<file path="src/rtl/serializer_tx_pkg.sv">
// Shared constants for the serial frame transmitter: FSM encodings, line levels and frame sizing helpers.
package serializer_tx_pkg;

    localparam logic [2:0] S_IDLE   = 3'd0;
    localparam logic [2:0] S_START  = 3'd1;
    localparam logic [2:0] S_DATA   = 3'd2;
    localparam logic [2:0] S_PARITY = 3'd3;
    localparam logic [2:0] S_STOP   = 3'd4;

    localparam logic START_LVL = 1'b1;
    localparam logic STOP_LVL  = 1'b0;
    localparam logic IDLE_LVL  = 1'b0;

    // Bit periods per frame: start + data + parity + stop bits.
    function automatic int frame_bits(input int data_w, input int stop_bits);
        return 2 + data_w + stop_bits;
    endfunction

    // Counter width able to hold 0..n-1, never narrower than one bit.
    function automatic int cnt_width(input int n);
        return (n > 1) ? $clog2(n) : 1;
    endfunction

endpackage

</file>
<file path="src/rtl/serializer_tx_bit_tick_gen.sv">
// Bit-period timer: counts clk cycles while enabled and pulses o_tick on the last cycle of each bit period.
module bit_tick_gen
    import serializer_tx_pkg::*;
#(
    parameter int CLKS_PER_BIT = 1
) (
    input  logic i_clk,
    input  logic i_rst_n,
    input  logic i_en,
    input  logic i_clr,
    output logic o_tick
);

    localparam int            CW = cnt_width(CLKS_PER_BIT);
    localparam logic [CW-1:0] TC = CW'(CLKS_PER_BIT - 1);

    logic [CW-1:0] r_cnt;

    always_ff @(posedge i_clk or negedge i_rst_n) begin
        if (!i_rst_n) begin
            r_cnt <= '0;
        end else if (i_clr) begin
            r_cnt <= '0;
        end else if (i_en) begin
            r_cnt <= (r_cnt == TC) ? '0 : r_cnt + 1'b1;
        end
    end

    assign o_tick = i_en && !i_clr && (r_cnt == TC);

endmodule

</file>
<file path="src/rtl/serializer_tx.sv">
// Parallel-to-serial frame transmitter: one-byte holding buffer behind a valid/ready port,
// framed as start '1', data MSB first, parity, stop '0's, with a registered line output.
module serializer_tx
    import serializer_tx_pkg::*;
#(
    parameter int DATA_W       = 8,
    parameter int CLKS_PER_BIT = 1,
    parameter int STOP_BITS    = 2,
    parameter bit PARITY_ODD   = 1'b0
) (
    input  logic              i_clk,
    input  logic              i_rst_n,
    input  logic [DATA_W-1:0] i_data,
    input  logic              i_data_valid,
    output logic              o_data_ready,
    output logic              o_txd,
    output logic              o_busy,
    output logic              o_frame_done
);

    localparam int            BC_MAX       = (DATA_W > STOP_BITS) ? DATA_W : STOP_BITS;
    localparam int            BW           = cnt_width(BC_MAX);
    localparam logic [BW-1:0] BIT_DATA_TOP = BW'(DATA_W - 1);
    localparam logic [BW-1:0] BIT_STOP_TOP = BW'(STOP_BITS - 1);

    logic [2:0]        r_state;
    logic [DATA_W-1:0] r_hold;
    logic              r_hold_full;
    logic [DATA_W-1:0] r_shift;
    logic [BW-1:0]     r_bit_cnt;
    logic              r_parity;
    logic              r_txd;

    logic [2:0]        w_state_next;
    logic [DATA_W-1:0] w_shift_next;
    logic [BW-1:0]     w_bit_next;
    logic              w_parity_next;
    logic              w_unload;
    logic              w_accept;
    logic              w_tick;
    logic              w_txd_next;
    logic              w_last_stop;

    bit_tick_gen #(
        .CLKS_PER_BIT (CLKS_PER_BIT)
    ) u_tick (
        .i_clk   (i_clk),
        .i_rst_n (i_rst_n),
        .i_en    (r_state != S_IDLE),
        .i_clr   (r_state == S_IDLE),
        .o_tick  (w_tick)
    );

    assign w_accept    = i_data_valid && !r_hold_full;
    assign w_last_stop = (r_state == S_STOP) && w_tick && (r_bit_cnt == '0);

    always_comb begin
        w_state_next  = r_state;
        w_shift_next  = r_shift;
        w_bit_next    = r_bit_cnt;
        w_parity_next = r_parity;
        w_unload      = 1'b0;
        case (r_state)
            S_IDLE: begin
                if (r_hold_full) w_unload = 1'b1;
            end
            S_START: begin
                if (w_tick) begin
                    w_state_next = S_DATA;
                    w_bit_next   = BIT_DATA_TOP;
                end
            end
            S_DATA: begin
                if (w_tick) begin
                    w_shift_next = r_shift << 1;
                    if (r_bit_cnt == '0) w_state_next = S_PARITY;
                    else                 w_bit_next   = r_bit_cnt - 1'b1;
                end
            end
            S_PARITY: begin
                if (w_tick) begin
                    w_state_next = S_STOP;
                    w_bit_next   = BIT_STOP_TOP;
                end
            end
            S_STOP: begin
                if (w_tick) begin
                    if (r_bit_cnt != '0)  w_bit_next   = r_bit_cnt - 1'b1;
                    else if (r_hold_full) w_unload     = 1'b1;
                    else                  w_state_next = S_IDLE;
                end
            end
            default: w_state_next = S_IDLE;
        endcase
        // Unloading from IDLE or from the last stop tick both launch a new frame.
        if (w_unload) begin
            w_state_next  = S_START;
            w_shift_next  = r_hold;
            w_parity_next = (^r_hold) ^ PARITY_ODD;
        end
    end

    // txd is derived from the next state so the line level changes on the same edge as the FSM.
    always_comb begin
        w_txd_next = IDLE_LVL;
        case (w_state_next)
            S_START:  w_txd_next = START_LVL;
            S_DATA:   w_txd_next = w_shift_next[DATA_W-1];
            S_PARITY: w_txd_next = w_parity_next;
            S_STOP:   w_txd_next = STOP_LVL;
            default:  w_txd_next = IDLE_LVL;
        endcase
    end

    always_ff @(posedge i_clk or negedge i_rst_n) begin
        if (!i_rst_n) begin
            r_state     <= S_IDLE;
            r_hold      <= '0;
            r_hold_full <= 1'b0;
            r_shift     <= '0;
            r_bit_cnt   <= '0;
            r_parity    <= 1'b0;
            r_txd       <= IDLE_LVL;
        end else begin
            r_state   <= w_state_next;
            r_shift   <= w_shift_next;
            r_bit_cnt <= w_bit_next;
            r_parity  <= w_parity_next;
            r_txd     <= w_txd_next;
            if (w_unload) r_hold_full <= 1'b0;
            if (w_accept) begin
                r_hold_full <= 1'b1;
                r_hold      <= i_data;
            end
        end
    end

    assign o_data_ready = ~r_hold_full;
    assign o_txd        = r_txd;
    assign o_busy       = (r_state != S_IDLE);
    assign o_frame_done = w_last_stop;

endmodule
</file>
<file path="config.mk">
export PLATFORM = sky130hd
export DESIGN_NAME = serializer_tx
export DESIGN_NICKNAME = d
export VERILOG_FILES = /design/src/rtl/serializer_tx_pkg.sv /design/src/rtl/serializer_tx_bit_tick_gen.sv /design/src/rtl/serializer_tx.sv
export SDC_FILE = /design/constraint.sdc
export NUM_CORES = 1
export LEC_CHECK = 0
export CORE_AREA = 3 3 66 68
export DETAILED_ROUTE_END_ITERATION = 12
export DIE_AREA = 0 0 69 71
export GPL_ROUTABILITY_DRIVEN = 0
export PLACE_DENSITY = 0.58
export SLEW_MARGIN = 30
export SYNTH_ARGS = -nofsm -noshare
export SYNTH_HDL_FRONTEND = slang
export SYNTH_HIERARCHICAL = 1
export SYNTH_SLANG_ARGS = --single-unit
</file>
<file path="constraint.sdc">
create_clock -name i_clk -period 2.67 [get_ports i_clk]
set_input_delay 0.6675 -clock i_clk [delete_from_list [all_inputs] [get_ports i_clk]]
set_output_delay 0.6675 -clock i_clk [all_outputs]
set_load 0.02 [all_outputs]
</file>
==> results of run 1 <==
==> routing by layer <==
layer  routed length (um)  vias to the layer above
li1                     -                      448
met1                 1050                      442
met2                 1140                       13
met3                   88                        2
met4                   17                        0
met5                    0                        -
==> per-stage QoR <==
stage	util [%]	setup slack [ps]
after global routing	40.6	318
after floorplan	-	362
after global placement	39.3	383
final	40.6	445
after detailed placement	39.3	351
after CTS	40.5	37.4
==> worst max-delay path by stage <==
stage          startpoint            to  cells after the start  slack (ps)
2_1_floorplan  r_state[2]  o_frame_done                      6         360
3_3_place_gp   r_state[2]  o_frame_done                      4         380
3_5_place_dp   r_state[2]  o_frame_done                      4         350
4_1_cts        r_state[2]  o_frame_done                      4          40
5_1_grt        r_state[0]  o_frame_done                      6         320
6_report       r_state[2]  o_frame_done                      4         450
==> cell usage in the layout, fill, tap and decap left out, types with 4 or more instances in the layout <==
cell type,instances
mux2_2,7
xnor2_1,8
mux2i_1,4
buf_4,7
dfrtp_1,25
clkdlybuf4s50_1,13
a21o_1,6
inv_1,7
nand2_1,4
a22o_1,6
nor2_1,9
==> state kept, by name (all words and copies together), names as in the netlist <==
register	count
r_hold	8
r_shift	8
r_bit_cnt	3
r_state	3
o_txd	1
r_hold_full	1
r_parity	1
==> critical path, stage by stage, from the launching register on <==
cell            delay (ps)
dfrtp_1                360
buf_4                  170
or3b_4                 430
nor2_1                 100
dlymetal6s2s_1         220
==> power groups by stage <==
| stage | registers [mW] | clock network [mW] | logic, mW |
|---|---|---|---|
| 5_1_grt | 0.721 | 0.259 | 1.36 |
| 6_report | 0.694 | 0.226 | 1.20 |
| 3_3_place_gp | 0.696 | 0 | 1.19 |
| 2_1_floorplan | 0.680 | 0 | 0.984 |
| 4_1_cts | 0.696 | 0.236 | 1.22 |
| 3_5_place_dp | 0.705 | 0 | 1.22 |
==> what timing repair did <==
item                                   CTS  global route
buffers inserted                         0             0
setup endpoints to repair                0             1
gates resized for setup                  0             1
endpoints found under the hold margin    0             0
==> final cells by class <==
cell class              count  area (sq um)
clock buffers               3          41.3
clock inverters             1          7.51
fillers                   402          2320
inverters                   7          26.3
multi-input cells          80           631
flip-flops and latches     25           626
well taps                  50          62.6
repair buffers             21           195
==> logic make-up (layout without fill, tap and decap cells) <==
kind of cell,count (synthesis),count (layout),synth area share [%]
simple gates,30,30,14.0
xor+xnor,9,9,5.94
fa+ha+maj,2,2,1.89
compound gates,27,27,15.9
buf+inv,13,32,5.28
flops,25,25,47.2
mux,12,12,9.81
==> reports/results.ini, run 1 <==
[routing]
drt-pass1-iter-count=6
vias_per_cell=4.84
totalWireLength_mm=2.30
drt_iter0_drc=29
wl_per_cell_um=12.3
final_antenna_net_count=0
via_count=905
drc=0

[timing]
hold_viol=0
whs_ps=484
clock.fmax_mhz=449
finalCriticalPeriod_ps=2220
relSlewSlack_pct=75.5
rsz0062_at_grt=false
post-route-period-util_pct=83.3
tns_ps=0
setup_violations=0
skew_ps=3.15
tightest_slew_ps=366
slew_violations=0

[clock_network]
cts.sinks=25
cts_buffers=3
clock_latency_ps=270
cts_root_buffer=clkbuf_8
ctsHtreeMaxLevel=1
cts_tree=done
clkTransAtPathRegs_ps=90
postCtsHoldBufs=0
clk_path_buf_depth=2

[critical_path]
cp_max_fo=10
r2r_slack_ps=700
r2r_cells=8
rr_startpoint=r_state[0]
worstPathRequired_ps=2000
crit_type=reg2out
reg2reg_to=r_shift[1]
worstSetupStartpointType=register
cp.arrival_ps=1560
worst_setup_path_end_kind=output pin

[global_route]
grt-ovfl-total=0
grt_pass1_vias=956
met3_usage_pct=2.84
grtUsageTotal_pct=10.7
antenna_found_initial=0
use_met2_pct=19.1
busiest_layer=met2
grtUsageMet1_pct=12.8
grt_max_degree=26
grt_pass1_wl_mm=4.31

[hold_path]
worstHoldPathType=reg2reg
whs_endpoint=r_shift[4]
min_from=r_shift[4]
worstHoldPathCells=1

[finish]
final_layout_size_suffix_gt1_share_pct=18.2
syn_to_final_growth_pct=19.8
final_cells=187
layout.nets=151
diodes=0
fin_area_sq_mm=0.00159

[pwr]
cellPowerDensity_mw_per_mm2=1340
pwr-share-comb_pct=56.6
clkPwrFrac_pct=10.7
max-vdd-ir-drop_mv=0.681
switchingPower_mw=0.826
p_int_mw=1.30
total_power_mw=2.12
switching_share_pct=38.9
p_seq_share_pct=32.7
p_leak_nw=0.731

[logic_synthesis]
yosys.area.top_type=dfrtp_1
synth.top_cells.by_count=dfrtp_1 (25), nor2_1 (9), xnor2_1 (8)
yosysMostFrequentCell=dfrtp_1
syn_area_sq_mm=0.00133
synth_cell_types=39
synth_nets=131
ys_ff_latch=25
avgSynthCellArea_sq_um=11.2
synth_seq_area_share_pct=47.2
synthCells=118
synth.area.top_cells=dfrtp_1 (47%), mux2_2 (5.9%), xnor2_1 (5.3%)
synth_edf_count=0
async_flop_share_pct=100
ys.flop_type=dfrtp_1
synth_top_area_share_pct=47.2
ys_warn_count=6

[die]
io_pins=15
coreArea_sq_mm=0.00391
initial_utilization_pct=33.9
dieHeight_um=71
die-area_sq_mm=0.00490
die_w_um=69
num_rows=23

[place]
hpwlAfterDp_mm=1.75
dp_cells=183
numPortBuffers=14
post_dp_cell_area_sq_mm=0.00154

[outcome]
status=completed

[run]
drv_cap=0

Power figures use the tool's default switching activity.
==> run 2, diff against run 1 <==
Clock period 2.67 ns to 2.2 ns, I/O delays scaled along.
==> run 2 against run 1 <==
Against the previous run: die area stayed put; clock power up 26%; worst setup slack worse by 320 ps; power rose by 22%; largest power group unchanged; flip-flop and latch count is the same; hold slack improved by 0.81 ps; sequential share of layout area is 0.22 points lower; critical path depth fell by 1; largest cell class unchanged; count of clock-buffer cells in the layout unchanged.
==> reports/results.ini, run 2 (synthesized netlist as in run 1, its figures left out) <==
[routing]
via_count=915  ; was 905
drc=0  ; unchanged
drt-pass1-iter-count=4  ; was 6
vias_per_cell=4.84  ; about the same
final_antenna_net_count=0  ; unchanged
totalWireLength_mm=2.27  ; was 2.30 mm
wl_per_cell_um=12.0  ; was 12.3 um
drt_iter0_drc=18  ; was 29

[critical_path]
reg2reg_to=r_shift[1]  ; unchanged
slowest_stage=clkdlybuf4s50_1  ; was or3b_4
crit_path_end=o_busy  ; was o_frame_done
crit_type=reg2out  ; unchanged
worstSetupStartpointType=register  ; unchanged
crit_start=r_state[2]  ; unchanged
r2r_cells=9  ; was 8
cp_cell_sequence=nor3_1 > inv_1 > clkdlybuf4s50_1  ; was buf_4 > or3b_4 > nor2_1 > dlymetal6s2s_1
cp.arrival_ps=1530  ; was 1560 ps
worstPathRequired_ps=1650  ; was 2000 ps
rr_startpoint=r_state[2]  ; was r_state[0]
r2r_slack_ps=320  ; was 700 ps
cp_slowest_stage_delay_ps=540  ; was 430 ps
cp_max_fo=3  ; was 10
worst_setup_path_end_kind=output pin  ; unchanged

[timing]
setup_violations=0  ; unchanged
finalCriticalPeriod_ps=2080
whs_ps=485  ; was 484 ps
tns_ps=0  ; unchanged
hold_viol=0  ; unchanged
skew_ps=2.30  ; was 3.15 ps
finalWorstSetupSlack_ps=123  ; was 445 ps
post-route-period-util_pct=94.4
rsz0062_at_grt=false  ; unchanged
relSlewSlack_pct=75.7  ; was 75.5%
slew_violations=0  ; unchanged
clock.fmax_mhz=481
tightest_slew_ps=363  ; was 366 ps

[finish]
mostFrequentLayoutCells=dfrtp_1 (25), clkdlybuf4s50_1 (13), nor2_1 (9), buf_4 (9), xnor2_1 (8)  ; was dfrtp_1 (25), clkdlybuf4s50_1 (13), nor2_1 (9)
top_regs=r_hold (8), r_shift (8)  ; unchanged
post-route-util_pct=40.8  ; was 40.6%
fin_area_sq_mm=0.00160  ; was 0.00159 sq mm
final_common_cell=dfrtp_1  ; unchanged
layout.nets=153  ; was 151
final_layout_size_suffix_gt1_share_pct=20.1  ; was 18.2%
final_cells=189  ; was 187
fill_cells=394  ; was 402
diodes=0  ; unchanged
syn_to_final_growth_pct=20.5  ; was 19.8%

[clock_network]
cts.sinks=25  ; unchanged
post_cts_buffers=0  ; unchanged
clk_path_buf_depth=2  ; unchanged
clkTransAtPathRegs_ps=90  ; about the same
cts_buffers=3  ; unchanged
cts_tree=done  ; unchanged
ctsHtreeMaxLevel=1  ; unchanged
cts_root_buffer=clkbuf_8  ; unchanged
postCtsHoldBufs=0  ; unchanged
clock_latency_ps=270  ; about the same

[global_route]
grtUsageTotal_pct=10.4  ; was 10.7%
grt_pass1_wl_mm=4.14  ; was 4.31 mm
antenna_found_initial=0  ; unchanged
grt_pass1_vias=943  ; was 956
grt-ovfl-total=0  ; unchanged
grt_max_degree=26  ; unchanged

[die]
dieHeight_um=71  ; unchanged
io_pins=15  ; unchanged
initial_utilization_pct=33.9  ; unchanged
die-area_sq_mm=0.00490  ; unchanged
die_w_um=69  ; unchanged
num_rows=23  ; unchanged
coreArea_sq_mm=0.00391  ; unchanged

[outcome]
status=completed  ; unchanged

[pwr]
max-vdd-ir-drop_mv=0.739  ; was 0.681 mV
cellPowerDensity_mw_per_mm2=1620  ; was 1340 mW/mm^2
p_leak_nw=0.727  ; was 0.731 nW
total_power_mw=2.60  ; was 2.12 mW

[run]
drv_cap=0  ; unchanged

[place]
hpwlAfterDp_mm=1.70  ; was 1.75 mm
numPortBuffers=14  ; unchanged
post_dp_cell_area_sq_mm=0.00155  ; was 0.00154 sq mm
place_ws_ps=81.5  ; was 351 ps
dp_cells=185  ; was 183

[hold_path]
worstHoldPathType=reg2reg  ; unchanged

## run 2: worst min path at each step
stage                     cells after the start        from  slack [ps]         end
after detailed placement                      1  r_shift[4]         470  r_shift[4]
after global routing                          1  r_shift[4]         510  r_shift[4]
after floorplan                               0     i_rst_n         250       o_txd
final                                         1  r_shift[2]         480  r_shift[2]
after CTS                                     1  r_shift[4]         490  r_shift[4]
after global placement                        1  r_shift[4]         460  r_shift[4]
## run 2: layer usage
metal	share of wire, %	vias to the layer above	track usage (%)
met2	52	16	19.2
met1	43	449	11.5
li1	-	448	-
met3	4.6	2	3.27
met4	0.70	0	2.60
met5	0	-	0
## run 2: report_power, final
group          internal (mW)  total (mW)  switching, mW
Combinational          0.769        1.47          0.697
Clock                  0.133       0.284          0.151
Sequential             0.695       0.845          0.150
Total                   1.60        2.60          0.999
## run 2: cell type report
type | count | area, sq um | area share [%]
Tap cell | 50 | 62.6 | 3.92
Sequential cell | 25 | 626 | 39.2
Inverter | 7 | 26.3 | 1.64
Timing Repair Buffer | 23 | 203 | 12.7
Multi-Input combinational cell | 80 | 631 | 39.5
Clock inverter | 1 | 8.76 | 0.548
Clock buffer | 3 | 41.3 | 2.58
## run 2: what timing repair did
item | CTS | global route
setup endpoints to repair | 1 | 1
endpoints found under the hold margin | 0 | 0
resized for setup | 1 | 2
## run 2: critical path: cells and delay by family (launching register included)
family | cells | cell delay, ps
flops | 1 | 400
simple gates | 1 | 240
buf+inv | 2 | 620
==> run 3, diff against run 2 <==
Settings changed: CORE_AREA 3 3 66 68 to 2 2 65 67, DIE_AREA 0 0 69 71 to 0 0 67 69.
==> run 3 against run 2 <==
Against the previous run: core utilization increased by 0.096 points; combinational power about the same; sequential share of layout area decreased by 0.092 points; hold slack got worse by 1.1 ps; cell count unchanged; power increased by 0.62%; sequential power increased by 1%; critical path depth unchanged; clock power decreased by 4%.
==> reports/results.ini, run 3 (synthesized netlist as in run 1, its figures left out) <==
[routing]
final_antenna_net_count=0  ; unchanged
vias_per_cell=4.77  ; was 4.84
drt-pass1-iter-count=4  ; unchanged
highest_layer=met4  ; unchanged
drt_iter0_drc=28  ; was 18
drc=0  ; unchanged
totalWireLength_mm=2.33  ; was 2.27 mm
wl_per_cell_um=12.3  ; was 12.0 um
wl_met1_mm=1.05  ; was 978 um
via_count=902  ; was 915
dr_wl_met3_um=73  ; was 105 um
wl_met2_mm=1.19  ; was 1.17 mm

[critical_path]
r2r_cells=9  ; unchanged
worstPathRequired_ps=1650  ; about the same
rr_startpoint=r_state[2]  ; unchanged
cp_slowest_stage_delay_ps=540  ; about the same
slowest_stage=clkdlybuf4s50_1  ; unchanged
cp_max_fo=3  ; unchanged
critPathBufInv=2  ; unchanged
cp_cell_sequence=nor3_2 > inv_1 > clkdlybuf4s50_1  ; was nor3_1 > inv_1 > clkdlybuf4s50_1
crit_type=reg2out  ; unchanged
worstSetupStartpointType=register  ; unchanged
cp.arrival_ps=1510  ; was 1530 ps
r2r_slack_ps=340  ; was 320 ps
crit_family=buffers and inverters  ; unchanged
worst_setup_path_end_kind=output pin  ; unchanged
reg2reg_to=r_shift[3]  ; was r_shift[1]

[pwr]
max-vdd-ir-drop_mv=0.753  ; was 0.739 mV
total_power_mw=2.61  ; was 2.60 mW
p_leak_nw=0.724  ; was 0.727 nW
cellPowerDensity_mw_per_mm2=1630  ; was 1620 mW/mm^2

[die]
initial_utilization_pct=33.9  ; unchanged
coreArea_sq_mm=0.00391  ; unchanged
io_pins=15  ; unchanged
die-area_sq_mm=0.00462  ; was 0.00490 sq mm
num_rows=23  ; unchanged
die_w_um=67  ; was 69 um
dieHeight_um=69  ; was 71 um

[clock_network]
clk_path_buf_depth=2  ; unchanged
cts_root_buffer=clkbuf_8  ; unchanged
clock_latency_ps=270  ; about the same
cts.sinks=25  ; unchanged
cts_tree=done  ; unchanged
ctsHtreeMaxLevel=1  ; unchanged
cts_buffers=3  ; unchanged
clkTransAtPathRegs_ps=90  ; about the same
postCtsHoldBufs=0  ; unchanged

[timing]
clock.fmax_mhz=485  ; was 481 MHz
skew_ps=4.90  ; was 2.30 ps
post-route-period-util_pct=93.8  ; was 94.4%
tns_ps=0  ; unchanged
relSlewSlack_pct=73.4  ; was 75.7%
setup_violations=0  ; unchanged
finalCriticalPeriod_ps=2060  ; was 2080 ps
slew_violations=0  ; unchanged
hold_viol=0  ; unchanged
tightest_slew_ps=397  ; was 363 ps
rsz0062_at_grt=false  ; unchanged

[global_route]
grt-ovfl-total=0  ; unchanged
antenna_found_initial=0  ; unchanged
grt_pass1_wl_mm=4.17  ; was 4.14 mm
grt_max_degree=26  ; unchanged
grtUsageTotal_pct=11.4  ; was 10.4%
grt_pass1_vias=950  ; was 943

[finish]
diodes=0  ; unchanged
top_regs=r_hold (8), r_shift (8)  ; unchanged
final_layout_size_suffix_gt1_share_pct=20.9  ; was 20.1%
fin_area_sq_mm=0.00160  ; about the same
mostFrequentLayoutCells=dfrtp_1 (25), clkdlybuf4s50_1 (13), nor2_1 (9), buf_4 (9), xnor2_1 (8)  ; unchanged
final_cells=189  ; unchanged
syn_to_final_growth_pct=20.8  ; was 20.5%
layout.nets=153  ; unchanged
final_common_cell=dfrtp_1  ; unchanged

[hold_path]
worstHoldPathType=reg2reg  ; unchanged
min_from=r_shift[1]  ; was r_shift[2]
worstHoldPathCells=1  ; unchanged
whs_endpoint=r_shift[1]  ; was r_shift[2]

[outcome]
status=completed  ; unchanged

[run]
drv_cap=0  ; unchanged

[place]
numPortBuffers=14  ; unchanged
post_dp_cell_area_sq_mm=0.00155  ; unchanged
dp_cells=185  ; unchanged
hpwlAfterDp_mm=1.76  ; was 1.70 mm

[run 3: cell type report]
type	count	area, sq um
fill	422	2310
multi-input combinational	80	636
sequential	25	626
timing repair buffer	23	203
tap	50	62.6
clock buffer	3	41.3
inverter	7	26.3
clock inverter	1	7.51
[run 3: power by group]
part	total, mW	switching, mW	internal (mW)
Combinational	1.48	0.710	0.772
Sequential	0.857	0.162	0.695
Clock	0.272	0.144	0.128
Total	2.61	1.02	1.60
[run 3: through the flow]
stage               setup slack, ps  hold slack (ps)  util [%]
floorplan                      9.76              254         -
global placement                111              460      39.7
detailed placement             58.5              466      39.7
CTS                            33.8              487      41.0
global route                   45.1              517      40.9
finish                          136              484      40.9
[run 3: worst max-delay path by stage]
stage          startpoint            to  slack (ps)  cells past startpoint
3_3_place_gp   r_state[0]  o_frame_done         110                      6
2_1_floorplan  r_state[2]  o_frame_done          10                      6
5_1_grt        r_state[2]        o_busy          50                      3
3_5_place_dp   r_state[0]  o_frame_done          60                      6
4_1_cts        r_state[0]  o_frame_done          30                      6
6_report       r_state[2]        o_busy         140                      3
[run 3: what timing repair did]
item,in CTS,in global routing
setup buffers,0,0
endpoints found under the setup margin,1,1
cloned,0,0
gates resized for setup,2,2
[run 3: routing by layer]
metal | global-route usage (%) | vias up
met5 | 0 | -
met4 | 2.49 | 0
met3 | 3.10 | 2
met2 | 19.7 | 13
met1 | 14.0 | 438
li1 | - | 449
